### config.mk
export PLATFORM = sky130hd
export DESIGN_NAME = axi_master_arbiter
export DESIGN_NICKNAME = d
export VERILOG_FILES = /design/src/rtl/axi_master_arbiter.sv
export SDC_FILE = /design/constraint.sdc
export NUM_CORES = 1
export LEC_CHECK = 0
export ABC_AREA = 1
export CAP_MARGIN = 25
export CORE_AREA = 8 8 277 279
export DETAILED_ROUTE_END_ITERATION = 7
export DIE_AREA = 0 0 285 287
export GPL_TIMING_DRIVEN = 0
export MAX_ROUTING_LAYER = met4
export PLACE_DENSITY = 0.42
export SYNTH_ARGS = -nofsm -noshare
export SYNTH_HDL_FRONTEND = slang
export SYNTH_SLANG_ARGS = --single-unit
### constraint.sdc
create_clock -name aclk -period 2.2 [get_ports aclk]
set_clock_uncertainty 0.2 [all_clocks]
set_input_delay 0.44 -clock aclk [delete_from_list [all_inputs] [get_ports aclk]]
set_output_delay 0.44 -clock aclk [all_outputs]
set_load 0.01 [all_outputs]
### src/rtl/axi_master_arbiter.sv
// N-to-1 AXI3 master arbiter with independent read/write grants, one burst in flight per direction.
// Define ARB_FIXED_PRIO_EN for fixed priority (lowest index wins); round-robin otherwise.
module axi_master_arbiter #(
  parameter int N_MASTERS = 3,
  parameter int BUS_WIDTH = 4,
  parameter int IDX_W     = (N_MASTERS > 1) ? $clog2(N_MASTERS) : 1
) (
  input  logic                                  aclk,
  input  logic                                  rst_n,
  input  logic [N_MASTERS*(BUS_WIDTH+50)-1:0]   s_ar_req,
  input  logic [N_MASTERS-1:0]                  s_arvalid,
  output logic [N_MASTERS-1:0]                  s_arready,
  output logic [BUS_WIDTH+34:0]                 s_r,
  output logic [N_MASTERS-1:0]                  s_rvalid,
  input  logic [N_MASTERS-1:0]                  s_rready,
  input  logic [N_MASTERS*(BUS_WIDTH+50)-1:0]   s_aw_req,
  input  logic [N_MASTERS-1:0]                  s_awvalid,
  output logic [N_MASTERS-1:0]                  s_awready,
  input  logic [N_MASTERS*(BUS_WIDTH+37)-1:0]   s_w,
  input  logic [N_MASTERS-1:0]                  s_wvalid,
  output logic [N_MASTERS-1:0]                  s_wready,
  output logic [BUS_WIDTH+1:0]                  s_b,
  output logic [N_MASTERS-1:0]                  s_bvalid,
  input  logic [N_MASTERS-1:0]                  s_bready,
  output logic [BUS_WIDTH+49:0]                 m_ar_req,
  output logic                                  m_arvalid,
  input  logic                                  m_arready,
  input  logic [BUS_WIDTH+34:0]                 m_r,
  input  logic                                  m_rvalid,
  output logic                                  m_rready,
  output logic [BUS_WIDTH+49:0]                 m_aw_req,
  output logic                                  m_awvalid,
  input  logic                                  m_awready,
  output logic [BUS_WIDTH+36:0]                 m_w,
  output logic                                  m_wvalid,
  input  logic                                  m_wready,
  input  logic [BUS_WIDTH+1:0]                  m_b,
  input  logic                                  m_bvalid,
  output logic                                  m_bready
);

  localparam int AR_W = BUS_WIDTH + 50;
  localparam int W_W  = BUS_WIDTH + 37;

  typedef enum logic [1:0] {R_IDLE = 2'd0, R_ADDR = 2'd1, R_DATA = 2'd2} rstate_e;
  typedef enum logic [1:0] {W_IDLE = 2'd0, W_ADDR = 2'd1, W_DATA = 2'd2, W_RESP = 2'd3} wstate_e;

  rstate_e              rstate_q;
  wstate_e              wstate_q;
  logic [IDX_W-1:0]     rgnt_q, wgnt_q;
  logic [IDX_W-1:0]     rwin_s, wwin_s;
  logic [N_MASTERS-1:0] rsel_s, wsel_s;

`ifdef ARB_FIXED_PRIO_EN
  function automatic logic [IDX_W-1:0] pick(input logic [N_MASTERS-1:0] req);
    logic [IDX_W-1:0] win;
    win = '0;
    for (int k = N_MASTERS - 1; k >= 0; k--) begin
      if (req[k]) win = IDX_W'(k);
    end
    return win;
  endfunction

  assign rwin_s = pick(s_arvalid);
  assign wwin_s = pick(s_awvalid);
`else
  logic [IDX_W-1:0] rptr_q, wptr_q;

  // First asserted request at or above the pointer, wrapping past the top index.
  function automatic logic [IDX_W-1:0] pick(input logic [N_MASTERS-1:0] req,
                                            input logic [IDX_W-1:0]     ptr);
    logic [IDX_W-1:0] win;
    logic             found;
    int               idx;
    win   = '0;
    found = 1'b0;
    for (int k = 0; k < N_MASTERS; k++) begin
      idx = int'(ptr) + k;
      if (idx >= N_MASTERS) idx = idx - N_MASTERS;
      if (!found && req[idx]) begin
        win   = IDX_W'(idx);
        found = 1'b1;
      end
    end
    return win;
  endfunction

  function automatic logic [IDX_W-1:0] nxt(input logic [IDX_W-1:0] g);
    return (g == IDX_W'(N_MASTERS - 1)) ? '0 : g + IDX_W'(1);
  endfunction

  assign rwin_s = pick(s_arvalid, rptr_q);
  assign wwin_s = pick(s_awvalid, wptr_q);
`endif

  // Read direction FSM and grant register
  always_ff @(posedge aclk or negedge rst_n) begin
    if (!rst_n) begin
      rstate_q <= R_IDLE;
      rgnt_q   <= '0;
`ifndef ARB_FIXED_PRIO_EN
      rptr_q   <= '0;
`endif
    end else begin
      case (rstate_q)
        R_IDLE: if (|s_arvalid) begin
          rgnt_q   <= rwin_s;
          rstate_q <= R_ADDR;
        end
        R_ADDR: if (m_arvalid && m_arready) rstate_q <= R_DATA;
        R_DATA: if (m_rvalid && m_rready && m_r[0]) begin
`ifndef ARB_FIXED_PRIO_EN
          rptr_q   <= nxt(rgnt_q);
`endif
          rstate_q <= R_IDLE;
        end
        default: rstate_q <= R_IDLE;
      endcase
    end
  end

  // Write direction FSM and grant register
  always_ff @(posedge aclk or negedge rst_n) begin
    if (!rst_n) begin
      wstate_q <= W_IDLE;
      wgnt_q   <= '0;
`ifndef ARB_FIXED_PRIO_EN
      wptr_q   <= '0;
`endif
    end else begin
      case (wstate_q)
        W_IDLE: if (|s_awvalid) begin
          wgnt_q   <= wwin_s;
          wstate_q <= W_ADDR;
        end
        W_ADDR: if (m_awvalid && m_awready) wstate_q <= W_DATA;
        W_DATA: if (m_wvalid && m_wready && m_w[0]) wstate_q <= W_RESP;
        W_RESP: if (m_bvalid && m_bready) begin
`ifndef ARB_FIXED_PRIO_EN
          wptr_q   <= nxt(wgnt_q);
`endif
          wstate_q <= W_IDLE;
        end
        default: wstate_q <= W_IDLE;
      endcase
    end
  end

  // Payload muxes are AND-OR of one-hot grant selects so an idle grant still drives known data
  always_comb begin
    rsel_s   = '0;
    wsel_s   = '0;
    m_ar_req = '0;
    m_aw_req = '0;
    m_w      = '0;
    for (int i = 0; i < N_MASTERS; i++) begin
      rsel_s[i] = (rgnt_q == IDX_W'(i));
      wsel_s[i] = (wgnt_q == IDX_W'(i));
      m_ar_req  = m_ar_req | (s_ar_req[i*AR_W +: AR_W] & {AR_W{rsel_s[i]}});
      m_aw_req  = m_aw_req | (s_aw_req[i*AR_W +: AR_W] & {AR_W{wsel_s[i]}});
      m_w       = m_w      | (s_w[i*W_W +: W_W]        & {W_W{wsel_s[i]}});
    end
  end

  // Handshake routing gated by FSM state
  always_comb begin
    m_arvalid = (rstate_q == R_ADDR) && (|(s_arvalid & rsel_s));
    s_arready = ((rstate_q == R_ADDR) && m_arready) ? rsel_s : '0;
    s_rvalid  = ((rstate_q == R_DATA) && m_rvalid) ? rsel_s : '0;
    m_rready  = (rstate_q == R_DATA) && (|(s_rready & rsel_s));
    s_r       = m_r;
    m_awvalid = (wstate_q == W_ADDR) && (|(s_awvalid & wsel_s));
    s_awready = ((wstate_q == W_ADDR) && m_awready) ? wsel_s : '0;
    m_wvalid  = (wstate_q == W_DATA) && (|(s_wvalid & wsel_s));
    s_wready  = ((wstate_q == W_DATA) && m_wready) ? wsel_s : '0;
    s_bvalid  = ((wstate_q == W_RESP) && m_bvalid) ? wsel_s : '0;
    m_bready  = (wstate_q == W_RESP) && (|(s_bready & wsel_s));
    s_b       = m_b;
  end

endmodule

==> metrics, run 1 <==
die area=81800 um2; multi-input logic area=4410 um2; Mapped Cells=897; number of distinct library cells after synthesis=26; cts bufs inserted=3; Routed Wire Length=54700 um; Clock Path Buffers=2; # nets final=2221; Internal Pwr Total=0.00976 W; number of hold violations in the final report=0; fin crit share=110%; P_leak=7.19 nW; status=finished, violations left; Worst Reg2Reg Path Length in Cells=11; worst r2r src=wgnt_q[0]; Die Y=287 um; core area=72300 um2; mean post-synth cell area=4.77 um2; crit path kind=reg -> out; min Tclk post-route=2.41 ns; number of global-route vias before repair=9801; Final WS setup=-0.213 ns; CTS H-tree lvls=1; fraction of layout cells with a size suffix above 1=37.1%; highest clock rate=414 MHz; register-to-register setup slack=0.31 ns; clock power share=2.0%; first-pass GRT wire length=71700 um; die width=285 um; Syn. warnings=0; RD Place Congestion=0.894; PwrDens=1180 nW/um2; Net Count, Synth=1422; DRT iter0 DRCs=360; setup TNS=-12.10 ns; setup violators final=114; Setup crit end=m_aw_req[25]; failing checks=setup timing; Rel. slew slack=62.9%; Seq pwr share=2.5%; CTS tree=done; clk sinks=12; drt first pass iters=5; FF-to-FF End=wstate_q[0]; routed len/inst=20.6 um; Worst-Skew Late Latency=0.24 ns; Synth Register Bits=12; Vias=9179; RSZ-0062 raised after global routing=true; port bufs=683; switching share of power=47.0%; Root Driver=clkbuf_16; DRC=0; Slew @ Worst Pin=0.554 ns; CP endpoint kind=primary output; CP Data Arrival Time=1.77 ns; total gr overflow=0; Max FO, Critical Path=8; largest net degree at the start of global routing=13; WP data required=1.56 ns; Gate power share=95.6%; clock-pin transition on the worst setup and hold timing paths=0.04 ns; area delta synth->final=266%; leading cell type in the layout, fill and taps excluded=clkdlybuf4s50_1; commonest cells after routing, fill and taps aside=clkdlybuf4s50_1, nand2_1, buf_6; Top Ports=728; crit path from=wgnt_q[0]; Worst Hold Class=reg -> reg; gr usage total=12.2%; post-DR vias/cell=3.45; initial antenna violation count=13; cts-stage hold buffer count=0; total power draw=0.0184 W; antenna viol nets, final=0; nature of the critical path startpoint=flop; post-synthesis sequential area ratio=7.02%; Post-DP HPWL=45500 um; # rows=99; Seq. cell area=303 um2; cell area after synthesis=4280 um2; maxcap violations=0; Filler Cell Count=8078; total net switching power=0.00866 W; VDD IR max=0.607 mV; Final Slew Violations=0; Initial Utilization=5.91%
[repair_timing]
action | in CTS | in global routing
setup endpoints to repair | 170 | 164
resized for setup | 1027 | 314
pin swaps | 22 | 52
setup buffers | 61 | 29
cloned | 14 | 17
[synthesized netlist by cell type]
cell	instances	area share [%]
nand2_1	499	44
inv_2	4	0.35
o21ai_1	4	0.47
nand3_2	1	0.23
ha_1	11	3.2
inv_1	36	3.2
nor2_4	2	0.53
o221ai_1	1	0.20
o21ai_0	9	1.1
nand3b_1	3	0.53
buf_4	47	8.3
nand2_2	1	0.15
o211ai_1	1	0.18
nor2_1	29	2.5
or2_2	2	0.29
buf_1	2	0.18
a21oi_1	2	0.23
dfrtp_1	12	7.0
a21oi_4	1	0.38
nand3_1	182	21
buf_6	2	0.53
nor2_8	1	0.47
clkbuf_1	14	1.2
nor3_1	1	0.12
buf_2	28	3.3
nand4_1	2	0.29
[worst max-delay path, cell delays in order (launching register included)]
cell	delay, ns
dfrtp_1	0.36
buf_6	0.14
nor2_8	0.17
buf_6	0.13
buf_12	0.17
buf_12	0.16
buf_6	0.11
nand2_1	0.04
nand3_1	0.07
buf_2	0.14
[logic make-up (layout without fill, tap and decap cells)]
kind of cell	Yosys count	after routing	synth area share, %
buffers and inverters	133	931	17.0
other	0	7	0
adder cells (fa/ha/maj)	11	11	3.22
AO/OA/AOI/OAI	18	18	2.52
flip-flops	12	12	7.02
AND/OR/NAND/NOR	723	723	70.3
[per-layer routing]
metal	up-vias	routed length [um]	global-route usage, %
met5	-	0	-
met4	0	1110	2.52
met3	46	4140	3.07
met2	497	28300	22.2
met1	4241	21100	13.4
li1	4395	-	-
[area by class of cell]
type	count	area share (%)
inverter	40	1.14
timing repair buffer	799	53.4
sequential	12	1.93
tap	959	7.67
buffer	88	7.03
antenna	7	0.112
clock buffer	4	0.567
multi-input combinational	752	28.2
[flip-flops by register name (all words and copies together) (netlist names)]
name,count
wstate_q,2
rptr_q,2
rgnt_q,2
rstate_q,2
wgnt_q,2
wptr_q,2
[power by group through the flow]
stage / sequential [W] / combinational (W) / clock (W)
after floorplan: 0.000400 / 0.00497 / 0
after global placement: 0.000425 / 0.0120 / 0
after detailed placement: 0.000432 / 0.0119 / 0
after CTS: 0.000450 / 0.0151 / 0.000373
after global routing: 0.000470 / 0.0188 / 0.000386
final: 0.000453 / 0.0176 / 0.000366
[how the worst min path moves through the flow]
stage                      from     endpoint  depth (start not counted)
finish                rptr_q[1]    rptr_q[1]                          2
CTS                 wstate_q[1]  wstate_q[1]                          2
detailed placement    wptr_q[1]    wptr_q[1]                          2
global route          rptr_q[1]    rptr_q[1]                          2
global placement      wptr_q[1]    wptr_q[1]                          2
floorplan                 rst_n    rgnt_q[0]                          0
[stage by stage]
stage | cells | area, um2 | hold WS (ns) | worst slack (ns) | util [%]
detailed placement | 2539 | 12300 | 0.320 | -0.927 | 17.0
global placement | 2539 | 12300 | 0.312 | -0.933 | 17.0
global route | 2661 | 15700 | 0.357 | -0.280 | 21.6
CTS | 2618 | 14100 | 0.340 | -0.275 | 19.5
finish | 2661 | 15700 | 0.339 | -0.213 | 21.6
floorplan | 897 | 4280 | -0.0556 | 0.395 | -
(Power assumes the default switching activity.)
==> run 2: changes to the inputs <==
CAP_MARGIN = 30   (was 25)
CTS_CLUSTER_DIAMETER = 150   (was unset)
==> results of run 2 <==
The final DEF is identical to that of run 1; final timing and power are the same.
